<file path="config.mk">
export PLATFORM = sky130hd
export DESIGN_NAME = pipeline_hazard_ctrl_flat
export DESIGN_NICKNAME = d
export VERILOG_FILES = /design/src/rtl/pipeline_hazard_ctrl_pkg.sv /design/src/rtl/pipeline_hazard_ctrl_if.sv /design/src/rtl/pipeline_hazard_ctrl_load_use_detect.sv /design/src/rtl/pipeline_hazard_ctrl.sv /design/src/flat_wrapper.sv
export SDC_FILE = /design/constraint.sdc
export NUM_CORES = 1
export LEC_CHECK = 0
export ABC_CLOCK_PERIOD_IN_PS = 4100
export CORE_MARGIN = 4
export CORE_UTILIZATION = 28
export DETAILED_ROUTE_END_ITERATION = 8
export GPL_TIMING_DRIVEN = 0
export HOLD_SLACK_MARGIN = 0.02
export PLACE_DENSITY_LB_ADDON = 0.2
export SYNTH_ARGS = -nofsm -noshare
export SYNTH_HDL_FRONTEND = slang
export SYNTH_SLANG_ARGS = --single-unit
</file>
<file path="constraint.sdc">
create_clock -name clk -period 4.1 [get_ports clk]
set_clock_uncertainty 0.15 [all_clocks]
set_input_delay 0.41 -clock clk [delete_from_list [all_inputs] [get_ports clk]]
set_output_delay 0.41 -clock clk [all_outputs]
set_load 0.02 [all_outputs]
</file>
<file path="src/rtl/pipeline_hazard_ctrl_pkg.sv">
// Shared types and constants for the pipeline stall/flush sequencer.
package pipe_ctrl_pkg;

  typedef enum logic [1:0] {
    ST_RUN      = 2'b00,
    ST_MEM_WAIT = 2'b01,
    ST_FLUSH    = 2'b10,
    ST_TRAP     = 2'b11
  } state_e;

  typedef enum logic [1:0] {
    CAUSE_NONE        = 2'b00,
    CAUSE_ILLEGAL     = 2'b01,
    CAUSE_MEM_TIMEOUT = 2'b10
  } trap_cause_e;

  // Number of FLUSH cycles spent after reset or trap acknowledge.
  localparam logic [1:0] DRAIN_CYCLES = 2'd2;

  // Pipeline control bundle, ordered pc_write/ifid_write/ifid_flush/idex_bubble/ex_hold/trap.
  typedef struct packed {
    logic pc_write;
    logic ifid_write;
    logic ifid_flush;
    logic idex_bubble;
    logic ex_hold;
    logic trap;
  } ctl_t;

  localparam ctl_t CTL_NORMAL = 6'b110000;
  localparam ctl_t CTL_HOLD   = 6'b000010;
  localparam ctl_t CTL_SQUASH = 6'b111100;
  localparam ctl_t CTL_BUBBLE = 6'b000100;
  localparam ctl_t CTL_TRAP   = 6'b000011;

endpackage

</file>
<file path="src/rtl/pipeline_hazard_ctrl_if.sv">
// Bundle of pipeline status inputs and stall/flush control outputs.
// master = pipeline datapath side, slave = hazard controller.
interface pipeline_hazard_ctrl_if;

  logic [4:0] id_rs1;
  logic [4:0] id_rs2;
  logic       id_uses_rs1;
  logic       id_uses_rs2;
  logic       id_inv;
  logic       ex_memread;
  logic [4:0] ex_write_reg;
  logic       ex_branch_taken;
  logic       mem_req;
  logic       mem_ready;
  logic       trap_clear;

  logic       pc_write;
  logic       ifid_write;
  logic       ifid_flush;
  logic       idex_bubble;
  logic       ex_hold;
  logic       trap;
  logic [1:0] trap_cause;
  logic [1:0] state;

  modport master (
    output id_rs1, id_rs2, id_uses_rs1, id_uses_rs2, id_inv, ex_memread,
           ex_write_reg, ex_branch_taken, mem_req, mem_ready, trap_clear,
    input  pc_write, ifid_write, ifid_flush, idex_bubble, ex_hold, trap,
           trap_cause, state
  );

  modport slave (
    input  id_rs1, id_rs2, id_uses_rs1, id_uses_rs2, id_inv, ex_memread,
           ex_write_reg, ex_branch_taken, mem_req, mem_ready, trap_clear,
    output pc_write, ifid_write, ifid_flush, idex_bubble, ex_hold, trap,
           trap_cause, state
  );

endinterface

</file>
<file path="src/rtl/pipeline_hazard_ctrl_load_use_detect.sv">
// Combinational load-use comparator: the load in ID/EX writes a register
// that the instruction in ID is about to read. x0 never creates a hazard.
module load_use_detect (
  input  logic [4:0] id_rs1,
  input  logic [4:0] id_rs2,
  input  logic       id_uses_rs1,
  input  logic       id_uses_rs2,
  input  logic       ex_memread,
  input  logic [4:0] ex_write_reg,
  output logic       load_use
);

  logic rs1_hit;
  logic rs2_hit;

  assign rs1_hit  = id_uses_rs1 && (id_rs1 == ex_write_reg);
  assign rs2_hit  = id_uses_rs2 && (id_rs2 == ex_write_reg);
  assign load_use = ex_memread && (ex_write_reg != 5'd0) && (rs1_hit || rs2_hit);

endmodule

</file>
<file path="src/rtl/pipeline_hazard_ctrl.sv">
// Central stall/flush sequencer for the 5-stage pipeline.
// Optional feature macro: HAZ_PERF_CNT_EN adds saturating stall_cycles and
// flush_count performance counters.
module pipeline_hazard_ctrl
  import pipe_ctrl_pkg::*;
#(
  parameter int unsigned MEM_TIMEOUT = 16,
  parameter int unsigned CNT_W       = 32
) (
  input  logic                   clk,
  input  logic                   rst_n,
  pipeline_hazard_ctrl_if.slave  bus
`ifdef HAZ_PERF_CNT_EN
  ,
  output logic [CNT_W-1:0]       stall_cycles,
  output logic [CNT_W-1:0]       flush_count
`endif
);

  localparam int unsigned WAIT_W = (MEM_TIMEOUT > 2) ? $clog2(MEM_TIMEOUT) : 1;
  localparam logic [WAIT_W-1:0] WAIT_LAST = WAIT_W'(MEM_TIMEOUT - 1);

  state_e            state_q, state_d;
  trap_cause_e       cause_q, cause_d;
  logic [1:0]        drain_cnt_q, drain_cnt_d;
  logic [WAIT_W-1:0] wait_cnt_q, wait_cnt_d;
  ctl_t              ctl;
  logic              load_use;
  logic              flush_taken;

  load_use_detect u_load_use_detect (
    .id_rs1       (bus.id_rs1),
    .id_rs2       (bus.id_rs2),
    .id_uses_rs1  (bus.id_uses_rs1),
    .id_uses_rs2  (bus.id_uses_rs2),
    .ex_memread   (bus.ex_memread),
    .ex_write_reg (bus.ex_write_reg),
    .load_use     (load_use)
  );

  // Next-state and zero-latency control outputs; RUN resolves hazards in priority order.
  always_comb begin
    state_d     = state_q;
    cause_d     = cause_q;
    drain_cnt_d = drain_cnt_q;
    wait_cnt_d  = wait_cnt_q;
    ctl         = CTL_HOLD;
    flush_taken = 1'b0;
    case (state_q)
      ST_RUN: begin
        if (bus.mem_req && !bus.mem_ready) begin
          ctl        = CTL_HOLD;
          wait_cnt_d = WAIT_W'(1);
          state_d    = ST_MEM_WAIT;
        end else if (bus.ex_branch_taken) begin
          ctl         = CTL_SQUASH;
          flush_taken = 1'b1;
        end else if (load_use) begin
          ctl = CTL_BUBBLE;
        end else if (bus.id_inv) begin
          ctl     = CTL_BUBBLE;
          cause_d = CAUSE_ILLEGAL;
          state_d = ST_TRAP;
        end else begin
          ctl = CTL_NORMAL;
        end
      end
      ST_MEM_WAIT: begin
        if (bus.mem_ready) begin
          ctl     = CTL_NORMAL;
          state_d = ST_RUN;
        end else begin
          ctl = CTL_HOLD;
          if (wait_cnt_q == WAIT_LAST) begin
            cause_d = CAUSE_MEM_TIMEOUT;
            state_d = ST_TRAP;
          end else begin
            wait_cnt_d = wait_cnt_q + WAIT_W'(1);
          end
        end
      end
      ST_FLUSH: begin
        ctl         = CTL_SQUASH;
        drain_cnt_d = drain_cnt_q - 2'd1;
        if (drain_cnt_q == 2'd1) begin
          state_d = ST_RUN;
        end
      end
      ST_TRAP: begin
        ctl = CTL_TRAP;
        if (bus.trap_clear) begin
          state_d     = ST_FLUSH;
          drain_cnt_d = DRAIN_CYCLES;
          cause_d     = CAUSE_NONE;
        end
      end
      default: begin
        ctl     = CTL_TRAP;
        state_d = ST_FLUSH;
      end
    endcase
  end

  // State, cause and counter registers; reset drops straight into a drain.
  always_ff @(posedge clk or negedge rst_n) begin
    if (!rst_n) begin
      state_q     <= ST_FLUSH;
      cause_q     <= CAUSE_NONE;
      drain_cnt_q <= DRAIN_CYCLES;
      wait_cnt_q  <= '0;
    end else begin
      state_q     <= state_d;
      cause_q     <= cause_d;
      drain_cnt_q <= drain_cnt_d;
      wait_cnt_q  <= wait_cnt_d;
    end
  end

  assign bus.pc_write    = ctl.pc_write;
  assign bus.ifid_write  = ctl.ifid_write;
  assign bus.ifid_flush  = ctl.ifid_flush;
  assign bus.idex_bubble = ctl.idex_bubble;
  assign bus.ex_hold     = ctl.ex_hold;
  assign bus.trap        = ctl.trap;
  assign bus.trap_cause  = cause_q;
  assign bus.state       = state_q;

`ifdef HAZ_PERF_CNT_EN
  logic [CNT_W-1:0] stall_cycles_q, stall_cycles_d;
  logic [CNT_W-1:0] flush_count_q, flush_count_d;

  // Saturating counters: stalled RUN/MEM_WAIT cycles and taken-branch squashes.
  always_comb begin
    stall_cycles_d = stall_cycles_q;
    flush_count_d  = flush_count_q;
    if ((state_q == ST_RUN || state_q == ST_MEM_WAIT) && !ctl.pc_write &&
        (stall_cycles_q != '1)) begin
      stall_cycles_d = stall_cycles_q + CNT_W'(1);
    end
    if (flush_taken && (flush_count_q != '1)) begin
      flush_count_d = flush_count_q + CNT_W'(1);
    end
  end

  // Performance counter registers.
  always_ff @(posedge clk or negedge rst_n) begin
    if (!rst_n) begin
      stall_cycles_q <= '0;
      flush_count_q  <= '0;
    end else begin
      stall_cycles_q <= stall_cycles_d;
      flush_count_q  <= flush_count_d;
    end
  end

  assign stall_cycles = stall_cycles_q;
  assign flush_count  = flush_count_q;
`else
  logic unused_flush_taken;
  assign unused_flush_taken = flush_taken;
`endif

endmodule

</file>
<file path="src/flat_wrapper.sv">
// flat-port wrapper written by rule: the top's interface ports become plain ports
module pipeline_hazard_ctrl_flat import pipe_ctrl_pkg::*;
#(
  parameter int unsigned MEM_TIMEOUT = 16,
  parameter int unsigned CNT_W       = 32
)
  (clk, rst_n, bus_id_rs1, bus_id_rs2, bus_id_uses_rs1, bus_id_uses_rs2, bus_id_inv, bus_ex_memread, bus_ex_write_reg, bus_ex_branch_taken, bus_mem_req, bus_mem_ready, bus_trap_clear, bus_pc_write, bus_ifid_write, bus_ifid_flush, bus_idex_bubble, bus_ex_hold, bus_trap, bus_trap_cause, bus_state);
  pipeline_hazard_ctrl_if bus_i ();
  input  logic clk;
  input  logic rst_n;
  input wire logic [$bits(bus_i.id_rs1)-1:0] bus_id_rs1;
  input wire logic [$bits(bus_i.id_rs2)-1:0] bus_id_rs2;
  input wire logic [$bits(bus_i.id_uses_rs1)-1:0] bus_id_uses_rs1;
  input wire logic [$bits(bus_i.id_uses_rs2)-1:0] bus_id_uses_rs2;
  input wire logic [$bits(bus_i.id_inv)-1:0] bus_id_inv;
  input wire logic [$bits(bus_i.ex_memread)-1:0] bus_ex_memread;
  input wire logic [$bits(bus_i.ex_write_reg)-1:0] bus_ex_write_reg;
  input wire logic [$bits(bus_i.ex_branch_taken)-1:0] bus_ex_branch_taken;
  input wire logic [$bits(bus_i.mem_req)-1:0] bus_mem_req;
  input wire logic [$bits(bus_i.mem_ready)-1:0] bus_mem_ready;
  input wire logic [$bits(bus_i.trap_clear)-1:0] bus_trap_clear;
  output wire logic [$bits(bus_i.pc_write)-1:0] bus_pc_write;
  output wire logic [$bits(bus_i.ifid_write)-1:0] bus_ifid_write;
  output wire logic [$bits(bus_i.ifid_flush)-1:0] bus_ifid_flush;
  output wire logic [$bits(bus_i.idex_bubble)-1:0] bus_idex_bubble;
  output wire logic [$bits(bus_i.ex_hold)-1:0] bus_ex_hold;
  output wire logic [$bits(bus_i.trap)-1:0] bus_trap;
  output wire logic [$bits(bus_i.trap_cause)-1:0] bus_trap_cause;
  output wire logic [$bits(bus_i.state)-1:0] bus_state;
  assign bus_i.id_rs1 = bus_id_rs1;
  assign bus_i.id_rs2 = bus_id_rs2;
  assign bus_i.id_uses_rs1 = bus_id_uses_rs1;
  assign bus_i.id_uses_rs2 = bus_id_uses_rs2;
  assign bus_i.id_inv = bus_id_inv;
  assign bus_i.ex_memread = bus_ex_memread;
  assign bus_i.ex_write_reg = bus_ex_write_reg;
  assign bus_i.ex_branch_taken = bus_ex_branch_taken;
  assign bus_i.mem_req = bus_mem_req;
  assign bus_i.mem_ready = bus_mem_ready;
  assign bus_i.trap_clear = bus_trap_clear;
  assign bus_pc_write = bus_i.pc_write;
  assign bus_ifid_write = bus_i.ifid_write;
  assign bus_ifid_flush = bus_i.ifid_flush;
  assign bus_idex_bubble = bus_i.idex_bubble;
  assign bus_ex_hold = bus_i.ex_hold;
  assign bus_trap = bus_i.trap;
  assign bus_trap_cause = bus_i.trap_cause;
  assign bus_state = bus_i.state;
  pipeline_hazard_ctrl #(.MEM_TIMEOUT(MEM_TIMEOUT), .CNT_W(CNT_W)) u_core (.clk(clk), .rst_n(rst_n), .bus(bus_i));
endmodule
</file>
==> flow_metrics.py <==
metrics = {
    "outcome": {
        "outcome": "finished clean",
    },
    "layout": {
        "final_util_pct": 44.5,
        "finish.net_count": 165,
        "num-fill-cells": 286,
        "n_antenna_cell": 0,
        "final_layout_size_suffix_gt1_share_pct": 8.03,
        "seqCellArea_um2": 253,
        "synthToLayoutAreaGrowth_pct": 51.2,
        "area_occupied_by_multi_input_gates_um2": 517,
    },
    "global_routing": {
        "grt_util_all_layers_pct": 12.5,
        "global_route.usage.met2_pct": 20.5,
        "globalRoute.busiestLayer": "met2",
        "grt_util_met1_pct": 16.0,
        "grt_first_pass_wirelength_um": 3610,
        "grt_util_met3_pct": 3.51,
        "grt_pass1_vias": 820,
        "globalRoute.totalOverflow": 0,
        "grt_max_degree": 11,
        "initial_antenna_violation_count": 0,
    },
    "floorplan": {
        "initial_utilization_pct": 29.4,
        "std_cell_rows": 19,
        "design.die.area_mm2": 0.00383,
        "placeableCoreArea_mm2": 0.00276,
        "die_w_um": 61.9,
        "design.portCount": 35,
        "chipHeight_um": 61.9,
    },
    "power_and_ir_drop": {
        "combPwrFrac_pct": 62.2,
        "total_leakage_power_nw": 0.484,
        "sw_frac_of_total_pct": 43.1,
        "pwr-share-clk_pct": 12.4,
        "share_seq_of_total_power_pct": 25.4,
        "max-vdd-ir-drop_mv": 0.274,
        "power_switching_uw": 320,
        "p_int_uw": 422,
        "power_per_cell_area_mw_per_mm2": 604,
    },
    "synth": {
        "synth-edff-count": 0,
        "post_synthesis_xor_xnor_area_fraction_pct": 11.9,
        "synth_cell_types": 37,
        "ys_dominant_reg_cell": "dfrtp_1",
        "syn-mean-instance-area_um2": 8.20,
        "synth_compound_gate_area_share_pct": 24.3,
        "synth_async_sr_flop_share_pct": 100,
        "netlist_instances": 99,
        "netlist_area_um2": 812,
        "synth.area.mux_share_pct": 1.23,
        "post_synth_and_or_nand_nor_area_fraction_pct": 23.1,
        "synth_top_family_by_area": "compound AO/OA/AOI/OAI gates",
        "ys.warnings.count": 0,
        "mappedNetlistNets": 126,
        "synth_sequential_area_ratio_pct": 31.1,
        "yosys_register_bits": 10,
        "synth_area_in_adders_pct": 3.08,
    },
    "cts": {
        "cts_sinks": 10,
        "tritoncts": "yes",
        "tritoncts.num_buffers": 3,
        "cts_hold_buf": 0,
        "clk-insertion-delay-late_ns": 0.27,
        "cts_setup_buffers": 0,
        "post_cts.resized_instances": 0,
        "clkSlewWorstSetupHoldPaths_ns": 0.07,
        "depth_of_the_cts_h_tree": 1,
        "cts.root.buffer_cell": "clkbuf_4",
        "cts-root-to-sink-buffers": 2,
    },
    "timing": {
        "finalSetupViolCount": 0,
        "worstMarginPinSlew_ns": 0.497,
        "layout_min_cycle_time_ns": 3.22,
        "rsz0062_at_grt": "false",
        "worst_slew_margin_rel_pct": 66.8,
        "layout_worst_path_cycle_share_pct": 78.7,
        "timing.final.max_slew_violations": 0,
        "timing.setup.tns_ns": 0,
        "max_clock_freq_mhz": 310,
        "final_hold_viol_count": 0,
    },
    "critical_path": {
        "critPathMaxFanout": 6,
        "critPathTopFamily": "buffers and inverters",
        "critical_path.n_buffers_inverters": 3,
        "reg2reg_depth": 4,
        "cells_along_the_critical_path": "clkdlybuf4s50_1, or4_4, o21ai_4, nor3_1, a21oi_1, buf_4, clkdlybuf4s50_1",
        "crit_top_cell": "clkdlybuf4s50_1",
        "worstSetupEndpointType": "output port",
        "path_class": "in2out",
        "cpPeakStageDelay_ns": 0.59,
        "cp.depth": 7,
        "timing.critical_path.slowest_stage_cell": "clkdlybuf4s50_1",
        "timing.critical_path.arrival_ns": 2.66,
        "critical_path_required_ns": 3.54,
        "timing.critical_path.from_type": "primary input",
    },
    "placed_design": {
        "buffer_ports.inserted": 34,
        "dp_hpwl_um": 1820,
        "place.gp.congestion": 0.765,
    },
    "routing": {
        "detail_route.iter0.violations": 42,
        "via_per_inst": 5.08,
        "ant_nets": 0,
        "vias": 854,
        "drt-wirelength-per-cell_um": 12.9,
        "routed_wl_um": 2170,
        "drc_violations_left": 0,
        "dr.pass1.iters": 4,
    },
    "job": {
        "timing.max_cap.violations": 0,
    },
    "hold_path": {
        "worst_hold_path_type": "in2async",
    },
}
[final cells by class]
cell class / instances / share of cell area, %
sequential: 10 / 20.6
clock buffer: 4 / 2.96
inverter: 7 / 2.14
tap: 31 / 3.16
buffer: 3 / 1.33
timing repair buffer: 34 / 27.7
multi-input combinational: 79 / 42.1
[synthesized netlist by cell type (2+ instances only)]
| master | n | area share [%] |
|---|---|---|
| nor3_1 | 4 | 2.5 |
| dfrtp_1 | 8 | 25 |
| a31o_1 | 2 | 2.2 |
| nor2b_1 | 2 | 1.5 |
| a21o_1 | 2 | 1.8 |
| a21oi_1 | 7 | 4.3 |
| o21ai_0 | 7 | 4.3 |
| o22ai_1 | 2 | 1.5 |
| nand2b_1 | 4 | 3.1 |
| nand2_1 | 7 | 3.2 |
| ha_1 | 2 | 3.1 |
| xnor2_1 | 10 | 11 |
| nand4_1 | 3 | 2.3 |
| o2bb2ai_1 | 2 | 2.2 |
| nand3_1 | 3 | 1.8 |
| dfstp_2 | 2 | 6.5 |
| inv_1 | 6 | 2.8 |
| nor2_1 | 7 | 3.2 |
[power groups by stage]
| stage | Combinational (mW) | Sequential (mW) | Clock [mW] |
|---|---|---|---|
| final | 0.461 | 0.189 | 0.0917 |
| after global routing | 0.512 | 0.195 | 0.0991 |
| after CTS | 0.469 | 0.188 | 0.0944 |
| after detailed placement | 0.464 | 0.190 | 0 |
| after global placement | 0.464 | 0.188 | 0 |
| after floorplan | 0.265 | 0.197 | 0 |
[flip-flops by register name, indices dropped and copies added (netlist names)]
register / cells
u_core.wait_cnt_q: 4
u_core.bus.state: 2
u_core.bus.trap_cause: 2
u_core.drain_cnt_q: 2
[stage by stage]
stage | total power, mW | cell area (µm²) | hold WS (ns) | cells | worst slack [ns]
final | 0.742 | 1230 | 0.323 | 168 | 0.875
after global routing | 0.806 | 1230 | 0.354 | 168 | 0.789
after CTS | 0.751 | 1230 | 0.335 | 168 | 0.856
after detailed placement | 0.654 | 1190 | 0.324 | 164 | 0.856
after global placement | 0.651 | 1190 | 0.316 | 164 | 0.855
after floorplan | 0.462 | 812 | -0.0356 | 99 | 1.70
[cell families after synthesis]
logic type                 Yosys count
and+or+nand+nor                     36
DFF                                 10
xor gates and xnor gates            11
AOI/OAI and AO/OA                   29
adders and majority gates            2
buffers and inverters               10
muxes                                1
[path summary, 6_finish.rpt]
| kind | endpoint | slack [ns] | start |
|---|---|---|---|
| min in group clk | u_core.drain_cnt_q[1]$_DFFE_PN1P_ | 0.34 | u_core.drain_cnt_q[1]$_DFFE_PN1P_ |
| worst max register to register | u_core.bus.trap_cause[1]$_DFFE_PN0P_ | 2.42 | u_core.bus.state[1]$_DFFE_PN1P_ |
| worst min-delay path | u_core.bus.trap_cause[0]$_DFFE_PN0P_ | 0.32 | rst_n |
| worst min register to register | u_core.drain_cnt_q[1]$_DFFE_PN1P_ | 0.34 | u_core.drain_cnt_q[1]$_DFFE_PN1P_ |
| max in group asynchronous | u_core.bus.state[1]$_DFFE_PN1P_ | 3.12 | rst_n |
| worst max-delay path | bus_pc_write | 0.88 | bus_ex_write_reg[1] |
[routing by layer]
metal	part of all wire, %	vias up
li1	-	432
met1	44	393
met2	49	27
met3	7.1	2
met4	0.37	0
met5	0	-
[layout by cell type (no fill, tap or decap), types with 2 or more instances in the layout]
cell type,n
nand4_1,3
nor2b_1,2
a21oi_1,7
o21ai_0,7
a31o_1,2
clkbuf_4,3
dfstp_2,2
nand2b_1,4
nand3_1,3
nor2_1,7
ha_1,2
nand2_1,7
a21o_1,2
xnor2_1,10
clkdlybuf4s50_1,34
nor3_1,4
dfrtp_1,8
o2bb2ai_1,2
o22ai_1,2
inv_1,6
(Power assumes the default switching activity.)
